File: src/rtl/uart_tx_if.sv
// Parallel side of the UART transmitter: register-file inputs, serial line and status.
// Handshake: tx_load is a one-cycle request that is accepted only on an edge where
// tf_TXRDY=1; a request seen while tf_TXRDY=0 is dropped with no side effects.
interface uart_tx_if #(
  parameter int BITWIDTH = 8
);
  logic [BITWIDTH-1:0] o_baud_val;
  logic [BITWIDTH-1:0] data_in;
  logic                tx_load;
  logic                tx;
  logic                tf_TXRDY;
  logic                tx_busy;

  modport master (
    output o_baud_val, data_in, tx_load,
    input  tx, tf_TXRDY, tx_busy
  );

  modport slave (
    input  o_baud_val, data_in, tx_load,
    output tx, tf_TXRDY, tx_busy
  );
endinterface

File: src/rtl/uart_tx_engine.sv
// UART transmit engine: one-entry holding register feeding a start/data/stop shifter
// with 16x oversampled bit timing derived from a per-frame latched baud divisor.
module uart_tx_engine #(
  parameter int BITWIDTH = 8
) (
  input  logic      pclk,
  input  logic      presetn,
  uart_tx_if.slave  bus,
  output logic [1:0] state_dbg
);

  localparam int IDX_W = (BITWIDTH > 1) ? $clog2(BITWIDTH) : 1;
  localparam logic [IDX_W-1:0] LAST_IDX = IDX_W'(BITWIDTH - 1);

  typedef enum logic [1:0] {
    IDLE  = 2'd0,
    START = 2'd1,
    DATA  = 2'd2,
    STOP  = 2'd3
  } state_t;

  state_t               state_q, state_d;
  logic [BITWIDTH-1:0]  hold_q;
  logic                 hold_full_q;
  logic [BITWIDTH-1:0]  shift_q;
  logic [BITWIDTH-1:0]  bv_q;
  logic [BITWIDTH-1:0]  baud_cnt_q;
  logic [3:0]           os_cnt_q;
  logic [IDX_W-1:0]     bit_idx_q;
  logic                 tx_q, tx_d;

  logic tick, bit_done, last_bit;
  logic load_shift, shift_bit;

  assign tick     = (baud_cnt_q == bv_q);
  assign bit_done = tick && (os_cnt_q == 4'hF);
  assign last_bit = (bit_idx_q == LAST_IDX);

  always_ff @(posedge pclk or negedge presetn) begin
    if (!presetn) begin
      state_q <= IDLE;
    end else begin
      state_q <= state_d;
    end
  end

  always_comb begin
    state_d = state_q;
    case (state_q)
      IDLE:    if (hold_full_q) state_d = START;
      START:   if (bit_done) state_d = DATA;
      DATA:    if (bit_done && last_bit) state_d = STOP;
      STOP:    if (bit_done) state_d = hold_full_q ? START : IDLE;
      default: state_d = IDLE;
    endcase
  end

  // tx_d is the value the line takes after this edge; tx itself is a flop.
  always_comb begin
    tx_d       = tx_q;
    load_shift = 1'b0;
    shift_bit  = 1'b0;
    case (state_q)
      IDLE: begin
        tx_d = 1'b1;
        if (hold_full_q) begin
          load_shift = 1'b1;
          tx_d       = 1'b0;
        end
      end
      START: begin
        if (bit_done) begin
          shift_bit = 1'b1;
          tx_d      = shift_q[0];
        end
      end
      DATA: begin
        if (bit_done) begin
          if (last_bit) begin
            tx_d = 1'b1;
          end else begin
            shift_bit = 1'b1;
            tx_d      = shift_q[0];
          end
        end
      end
      STOP: begin
        tx_d = 1'b1;
        if (bit_done && hold_full_q) begin
          load_shift = 1'b1;
          tx_d       = 1'b0;
        end
      end
      default: tx_d = 1'b1;
    endcase
  end

  // A transfer edge always sees a full holding register, so a coincident
  // tx_load is dropped naturally.
  always_ff @(posedge pclk or negedge presetn) begin
    if (!presetn) begin
      hold_q      <= '0;
      hold_full_q <= 1'b0;
      shift_q     <= '0;
      bv_q        <= '0;
      baud_cnt_q  <= '0;
      os_cnt_q    <= '0;
      bit_idx_q   <= '0;
      tx_q        <= 1'b1;
    end else begin
      tx_q <= tx_d;
      if (load_shift) begin
        shift_q     <= hold_q;
        bv_q        <= bus.o_baud_val;
        hold_full_q <= 1'b0;
        baud_cnt_q  <= '0;
        os_cnt_q    <= '0;
        bit_idx_q   <= '0;
      end else begin
        if (bus.tx_load && !hold_full_q) begin
          hold_q      <= bus.data_in;
          hold_full_q <= 1'b1;
        end
        if (shift_bit) begin
          shift_q <= shift_q >> 1;
        end
        if (state_q != IDLE) begin
          baud_cnt_q <= tick ? '0 : baud_cnt_q + 1'b1;
          if (tick) begin
            os_cnt_q <= os_cnt_q + 4'd1;
          end
          if (bit_done && (state_q == DATA)) begin
            bit_idx_q <= bit_idx_q + 1'b1;
          end
        end
      end
    end
  end

  assign bus.tx       = tx_q;
  assign bus.tf_TXRDY = ~hold_full_q;
  assign bus.tx_busy  = (state_q != IDLE);
  assign state_dbg    = state_q;

endmodule

File: src/flat_wrapper.sv
// flat-port wrapper written by rule: the top's interface ports become plain ports
module uart_tx_engine_flat 
#(
  parameter int BITWIDTH = 8
)
  (pclk, presetn, state_dbg, bus_o_baud_val, bus_data_in, bus_tx_load, bus_tx, bus_tf_TXRDY, bus_tx_busy);
  uart_tx_if #(.BITWIDTH(BITWIDTH)) bus_i ();
  input  logic pclk;
  input  logic presetn;
  output logic [1:0] state_dbg;
  input wire logic [$bits(bus_i.o_baud_val)-1:0] bus_o_baud_val;
  input wire logic [$bits(bus_i.data_in)-1:0] bus_data_in;
  input wire logic [$bits(bus_i.tx_load)-1:0] bus_tx_load;
  output wire logic [$bits(bus_i.tx)-1:0] bus_tx;
  output wire logic [$bits(bus_i.tf_TXRDY)-1:0] bus_tf_TXRDY;
  output wire logic [$bits(bus_i.tx_busy)-1:0] bus_tx_busy;
  assign bus_i.o_baud_val = bus_o_baud_val;
  assign bus_i.data_in = bus_data_in;
  assign bus_i.tx_load = bus_tx_load;
  assign bus_tx = bus_i.tx;
  assign bus_tf_TXRDY = bus_i.tf_TXRDY;
  assign bus_tx_busy = bus_i.tx_busy;
  uart_tx_engine #(.BITWIDTH(BITWIDTH)) u_core (.pclk(pclk), .presetn(presetn), .bus(bus_i), .state_dbg(state_dbg));
endmodule
File: config.mk
export PLATFORM = sky130hd
export DESIGN_NAME = uart_tx_engine_flat
export DESIGN_NICKNAME = d
export VERILOG_FILES = /design/src/rtl/uart_tx_if.sv /design/src/rtl/uart_tx_engine.sv /design/src/flat_wrapper.sv
export SDC_FILE = /design/constraint.sdc
export NUM_CORES = 1
export LEC_CHECK = 0
export ABC_AREA = 0
export BUFFER_PORTS_ARGS = -buffer_cell sky130_fd_sc_hd__buf_2
export CAP_MARGIN = 30
export CORE_ASPECT_RATIO = 1.75
export CORE_MARGIN = 3
export CORE_UTILIZATION = 30
export DETAILED_ROUTE_END_ITERATION = 12
export PLACE_DENSITY = 0.5
export SLEW_MARGIN = 10
export SYNTH_ARGS = -nofsm -noshare
export SYNTH_HDL_FRONTEND = slang
export SYNTH_SLANG_ARGS = --single-unit
File: constraint.sdc
create_clock -name pclk -period 3.6 [get_ports pclk]
set_input_delay 0 -clock pclk [delete_from_list [all_inputs] [get_ports pclk]]
set_output_delay 0 -clock pclk [all_outputs]
set_load 0.05 [all_outputs]
Word-level counts from Yosys, hierarchy flattened
Index checks and enable logic that the tools add are counted. W data, S select, Z words.

Bits in registers: 43. Bits in latches: 0. RAM bits: 0. ROM bits: 0. Bits of input ports: 19. Output and inout bits: 5. Word-level logic and storage cells: 75. Memories kept: 0.

Add/sub/neg operators: 3. Multipliers: 0. Div/mod/pow operators: 0. $lt $le $gt $ge: 0. Eq/ne operators: 11. Shifts and indexed selects: 0. Multiplexer cells: 32. Bitwise gates (word level): 2. Reduce and logical (&&, ||, !) cells: 18.

Operators with widths (count): $mux W8 (5); $mux W1 (13); $mux W4 (3); $reduce_bool A2 Y1 (6); $ne A2 B1 Y1 const B (5); $mux W3 (3); $add A8 B1 Y8 const B (1); $eq A8 B8 Y1 (1); $mux W2 (4); $pmux W2 S4 (1); $reduce_and A2 Y1 (4); $logic_and A1 B1 Y1 (5); $add A4 B1 Y4 const B (1); $eq A2 B2 Y1 const B (2); $eq A4 B4 Y1 const B (1); $pmux W1 S2 (2); $pmux W1 S4 (1); $reduce_and A4 Y1 (1); $add A3 B1 Y3 const B (1); $eq A3 B3 Y1 const B (1); $eq A2 B1 Y1 const B (1); $logic_not A2 Y1 (1); $not A1 Y1 (2); $logic_not A1 Y1 (1).

Longest topological paths before layout
Word-level depth: 7. Gate-level depth with buffers: 7. Depth with buffers taken out: 7.

Worst setup path after synthesis
No wires, ideal clock.

Path type: reg2reg. From: register u_core.state_q[0], in the netlist u_core.state_dbg[0]. To: register u_core.shift_q[1]. Library setup time: 125 ps. Arrival: 2143 ps. Data required time: 3475 ps. Setup slack: 1331 ps. Cell stages (with the launch flop): 8. Buffers on the path: 0. Period minus slack after synthesis: 2269 ps. Cells stage by stage: dfrtp_1 inv_1 ha_1 nor2b_1 o21a_1 nand4_4 mux2_2 mux2_4.

Longest elaborated chain between the ends: 3.

RTL lines: start, declared (RTL line uart_tx_engine.sv:22) `state_t state_q, state_d;`; start signal, assigned (RTL line uart_tx_engine.sv:43) `state_q <= state_d;`; $eq A2 B2 Y1 (tied with other cells) (RTL line uart_tx_engine.sv:63) `case (state_q)`; $pmux W1 S2 (RTL line uart_tx_engine.sv:63); $mux W8 or $reduce_bool A2 Y1 (tied branches); end signal, assigned (RTL line uart_tx_engine.sv:113) `shift_q <= hold_q;`; end signal, assigned (RTL line uart_tx_engine.sv:125) `shift_q <= shift_q >> 1;`; end, declared (RTL line uart_tx_engine.sv:25) `logic [BITWIDTH-1:0] shift_q;`.

Several ways; a longest one is shown, not always the timed one. A chain may end at the register's enable or synchronous reset.

Worst setup path in the final report
From: register u_core.baud_cnt_q[5]. To: register u_core.bv_q[2].

Longest elaborated chain between the ends: 5.

RTL lines: start, declared (RTL line uart_tx_engine.sv:27) `logic [BITWIDTH-1:0] baud_cnt_q;`; start signal, assigned (RTL line uart_tx_engine.sv:128) `baud_cnt_q <= tick ? '0 : baud_cnt_q + 1'b1;`; $eq A8 B8 Y1 (RTL line uart_tx_engine.sv:35) `assign tick = (baud_cnt_q == bv_q);`; $logic_and A1 B1 Y1 (RTL line uart_tx_engine.sv:36) `assign bit_done = tick && (os_cnt_q == 4'hF);`; $logic_and A1 B1 Y1 (RTL line uart_tx_engine.sv:89) `if (bit_done && hold_full_q) begin`; $mux W1 (RTL line uart_tx_engine.sv:89); $pmux W1 S2 (RTL line uart_tx_engine.sv:63); end signal, assigned (RTL line uart_tx_engine.sv:114) `bv_q <= bus.o_baud_val;`; end, declared (RTL line uart_tx_engine.sv:26) `logic [BITWIDTH-1:0] bv_q;`.

No other way between the ends.

==> qor.txt <==
GRT
----------------------------------------------------------------------------------------
Initial antenna violation count                                                        0
Largest net degree at the start of global routing                                     23
Total GRT Usage                                                                    12.0%
GRT overflow                                                                           0
Vias in the first global route                                                      1690
First-pass GRT wire length                                                       8.11 mm

SYNTH
----------------------------------------------------------------------------------------
Synthesis-stage register bit count                                                    43
Avg Synthesized Cell Area                                                     12.2 sq um
Synth Net Count                                                                      213
Most numerous cell in the Yosys netlist                                     sky130_fd_sc_hd__dfrtp_1
Post-synthesis sequential area ratio                                               47.9%
Largest cells by area after synthesis                                       sky130_fd_sc_hd__dfrtp_1, sky130_fd_sc_hd__mux2_2, sky130_fd_sc_hd__xor2_1
Async set-or-reset flop fraction in the synthesized netlist                         100%
Area share of the leading cell type in the synthesized netlist                     46.7%
Post-synthesis cell type with the largest combined area                     sky130_fd_sc_hd__dfrtp_1
Top_reg_cell synth                                                          sky130_fd_sc_hd__dfrtp_1
Synthesized instance count                                                           185
Number of different library cells in the post-synthesis netlist                       40
Number of enable flip-flop cells after synthesis                                       0
Synthesis Warnings                                                                     0
Netlist Area Pre-Place                                                        2250 sq um
Most frequent cells after synthesis                                         sky130_fd_sc_hd__dfrtp_1, sky130_fd_sc_hd__mux2_2, sky130_fd_sc_hd__nor2_1

STA
----------------------------------------------------------------------------------------
Clock Skew                                                                    0.00788 ns
Portion of the clock cycle consumed by the worst path in the final layout          69.0%
Number of failing setup endpoints in the final timing report                           0
Endpoints failing hold                                                                 0
Remaining max-slew budget at the tightest pin                                      48.7%
Maximum operating frequency                                                      402 MHz
Max Transition Viols Final                                                             0
Final critical path time including I/O delays and setup                          2.49 ns
Aggregate negative setup slack                                                      0 ns
Setup repair after global routing missed its margin                                   no
Worst Max-Slew Pin Slew                                                         0.767 ns
Fin worst setup slack                                                            1.11 ns

ROUTE
----------------------------------------------------------------------------------------
Antenna violation net count after detailed routing                                     0
Number of violations reported at the end of detailed-routing iteration 0              33
Vias after detailed routing                                                         1530
Total Wirelength                                                                 4.70 mm
Avg Vias per Cell                                                                   4.83
DRC errors left                                                                        0
Average wire length per cell after detail routing                                14.8 um
Count of TritonRoute iterations in the first routing pass                              4

CRITICAL PATH
----------------------------------------------------------------------------------------
Biggest fanout along the worst timing path                                            19
Arrival @ worst endpoint                                                         2.65 ns
Worst r2r path cells                                                                   5
Reg2reg setup slack                                                              1.11 ns
Endpoint required time on the critical path                                      3.77 ns
Endpoint type of the worst setup path                                               flop
Critical path type                                                          flop to flop
Element type at the critical path start                                             flop

FLOORPLAN
----------------------------------------------------------------------------------------
Area enclosed by the die boundary                                             8610 sq um
CORE AREA                                                                     7230 sq um
Initial Utilization                                                                31.1%
Die Ht                                                                            121 um
Row Count                                                                             41
Number of ports placed on the die boundary                                            24
X dimension of the die                                                           71.4 um

MIN PATH
----------------------------------------------------------------------------------------
Worst hold-check path type                                                  primary input to async pin

CLOCKING
----------------------------------------------------------------------------------------
Clk Latency, worst-skew pair                                                     0.29 ns
Root buffer selected by CTS                                                 sky130_fd_sc_hd__clkbuf_16
CTS Sinks                                                                             43
Max Buffers Root-to-Sink                                                               2
Setup fix buffers added after clock tree synthesis                                     0
CTS tree                                                                           built
Clock-pin transition on the worst setup and hold timing paths                    0.07 ns
Number of clock buffers inserted by TritonCTS                                          5
H-tree lvl count                                                                       2

PWR
----------------------------------------------------------------------------------------
Power density normalized to cell area                                        840 nW/um^2
Power share of the clock group                                                     19.0%
Share of total power consumed by net switching                                     39.4%
Total power                                                                      2350 uW
Leakage dissipation                                                           0.00131 uW
Register share of total power                                                      35.8%
Worst supply voltage drop on vdd                                                  370 uV
Switching power summed over all nets                                              926 uW
Internal Power                                                                   1430 uW
Fraction of power consumed by combinational cells                                  45.2%

FINAL LAYOUT
----------------------------------------------------------------------------------------
Fillers                                                                              700
Final net count                                                                      258
Final cell utilization of the core                                                 38.7%
Fraction of layout cells with a size suffix above 1                                29.9%
Synth-to-Final Area Change                                                         24.4%
Non-filler cells in the finished layout                                              317
Antenna diodes                                                                         0
Multi-input logic area                                                        1130 sq um
Storage element area                                                          1080 sq um

JOB
----------------------------------------------------------------------------------------
Number of max-cap violations                                                           0

PLACED DESIGN
----------------------------------------------------------------------------------------
Post-DP HPWL                                                                     3.43 mm
Dpl ws                                                                           1.12 ns
Inst Count DP                                                                        291
RePlAce Congestion                                                                 0.756
Port buffer count                                                                     23

OUTCOME
----------------------------------------------------------------------------------------
Status                                                                      finished, final reports clean

worst max-delay path: stages, from the launching register on:
cell                      delay (ns)
sky130_fd_sc_hd__dfrtp_1        0.42
sky130_fd_sc_hd__xor2_1         0.18
sky130_fd_sc_hd__nor4_4         0.61
sky130_fd_sc_hd__nand3_4        0.21
sky130_fd_sc_hd__o21ai_4        0.55
sky130_fd_sc_hd__mux2_2         0.40
worst paths after layout:
check / from / to
worst max-delay path: u_core.baud_cnt_q[5]$_DFFE_PN0P_ / u_core.bv_q[2]$_DFFE_PN0P_
worst min-delay path: presetn / u_core.bv_q[7]$_DFFE_PN0P_
worst max register to register: u_core.baud_cnt_q[5]$_DFFE_PN0P_ / u_core.bv_q[2]$_DFFE_PN0P_
worst min register to register: u_core.hold_q[3]$_DFFE_PN0P_ / u_core.shift_q[3]$_DFFE_PN0P_
max in group asynchronous: presetn / u_core.bus.tx$_DFFE_PN1P_
min in group pclk: bus_o_baud_val[7] / u_core.bv_q[7]$_DFFE_PN0P_
through the flow:
step / cell area, sq um / hold slack [ns]
2_1_floorplan: 2250 / -0.296
3_3_place_gp: 2440 / 0.207
3_5_place_dp: 2470 / 0.0353
4_1_cts: 2800 / 0.263
5_1_grt: 2800 / 0.312
6_report: 2800 / 0.246
kinds of logic after synthesis:
logic type,count (synthesis),synth area share (%)
AO/OA/AOI/OAI,25,8.01
XOR/XNOR,16,6.23
adder cells (fa/ha/maj),9,5.01
buffers and inverters,9,2.00
flip-flops,43,47.9
multiplexers,34,17.9
AND/OR/NAND/NOR,49,12.9
registers in the layout (all words and copies together) (netlist names):
register            count
u_core.baud_cnt_q       8
u_core.bv_q             8
u_core.hold_q           8
u_core.shift_q          8
u_core.os_cnt_q         4
u_core.bit_idx_q        3
u_core.state_dbg        2
u_core.bus.tx           1
u_core.hold_full_q      1
cells in the final DEF (no fill, tap or decap), drive strengths merged, types with 5 or more instances in the layout:
cell	count
nor3	5
clkbuf	5
xor2	13
dfrtp	42
mux2	29
nor2b	5
inv	5
a21oi	6
nand2	6
dlygate4sd3	18
buf	24
mux2i	5
nor2	17
ha	9
power by group through the flow:
| stage | Sequential, uW | Clock, uW | Combinational [uW] |
|---|---|---|---|
| 2_1_floorplan | 865 | 0 | 814 |
| 3_3_place_gp | 852 | 0 | 1030 |
| 3_5_place_dp | 857 | 0 | 1050 |
| 4_1_cts | 851 | 460 | 1070 |
| 5_1_grt | 877 | 483 | 1180 |
| 6_report | 842 | 447 | 1060 |
final cells by class:
cell class                      count  area share [%]
Sequential cell                    43            38.5
Inverter                            5           0.671
Tap cell                           86            3.85
Multi-Input combinational cell    133            40.3
Timing Repair Buffer               42            11.5
Clock inverter                      3           0.716
Clock buffer                        5            4.47
what timing repair did:
action / CTS / global route
gates resized for setup: 0 / 0
endpoints found under the hold margin: 38 / 0
hold buffers: 18 / 0
layer usage:
layer  vias to the layer above  global-route usage [%]  wire length, um
met3                         5                    2.33              150
met5                         -                       0                0
li1                        744                       -                -
met4                         0                    4.35               68
met1                       755                    13.3             1810
met2                        26                    22.1             2670
No activity file was read; power rests on OpenSTA's default activity.
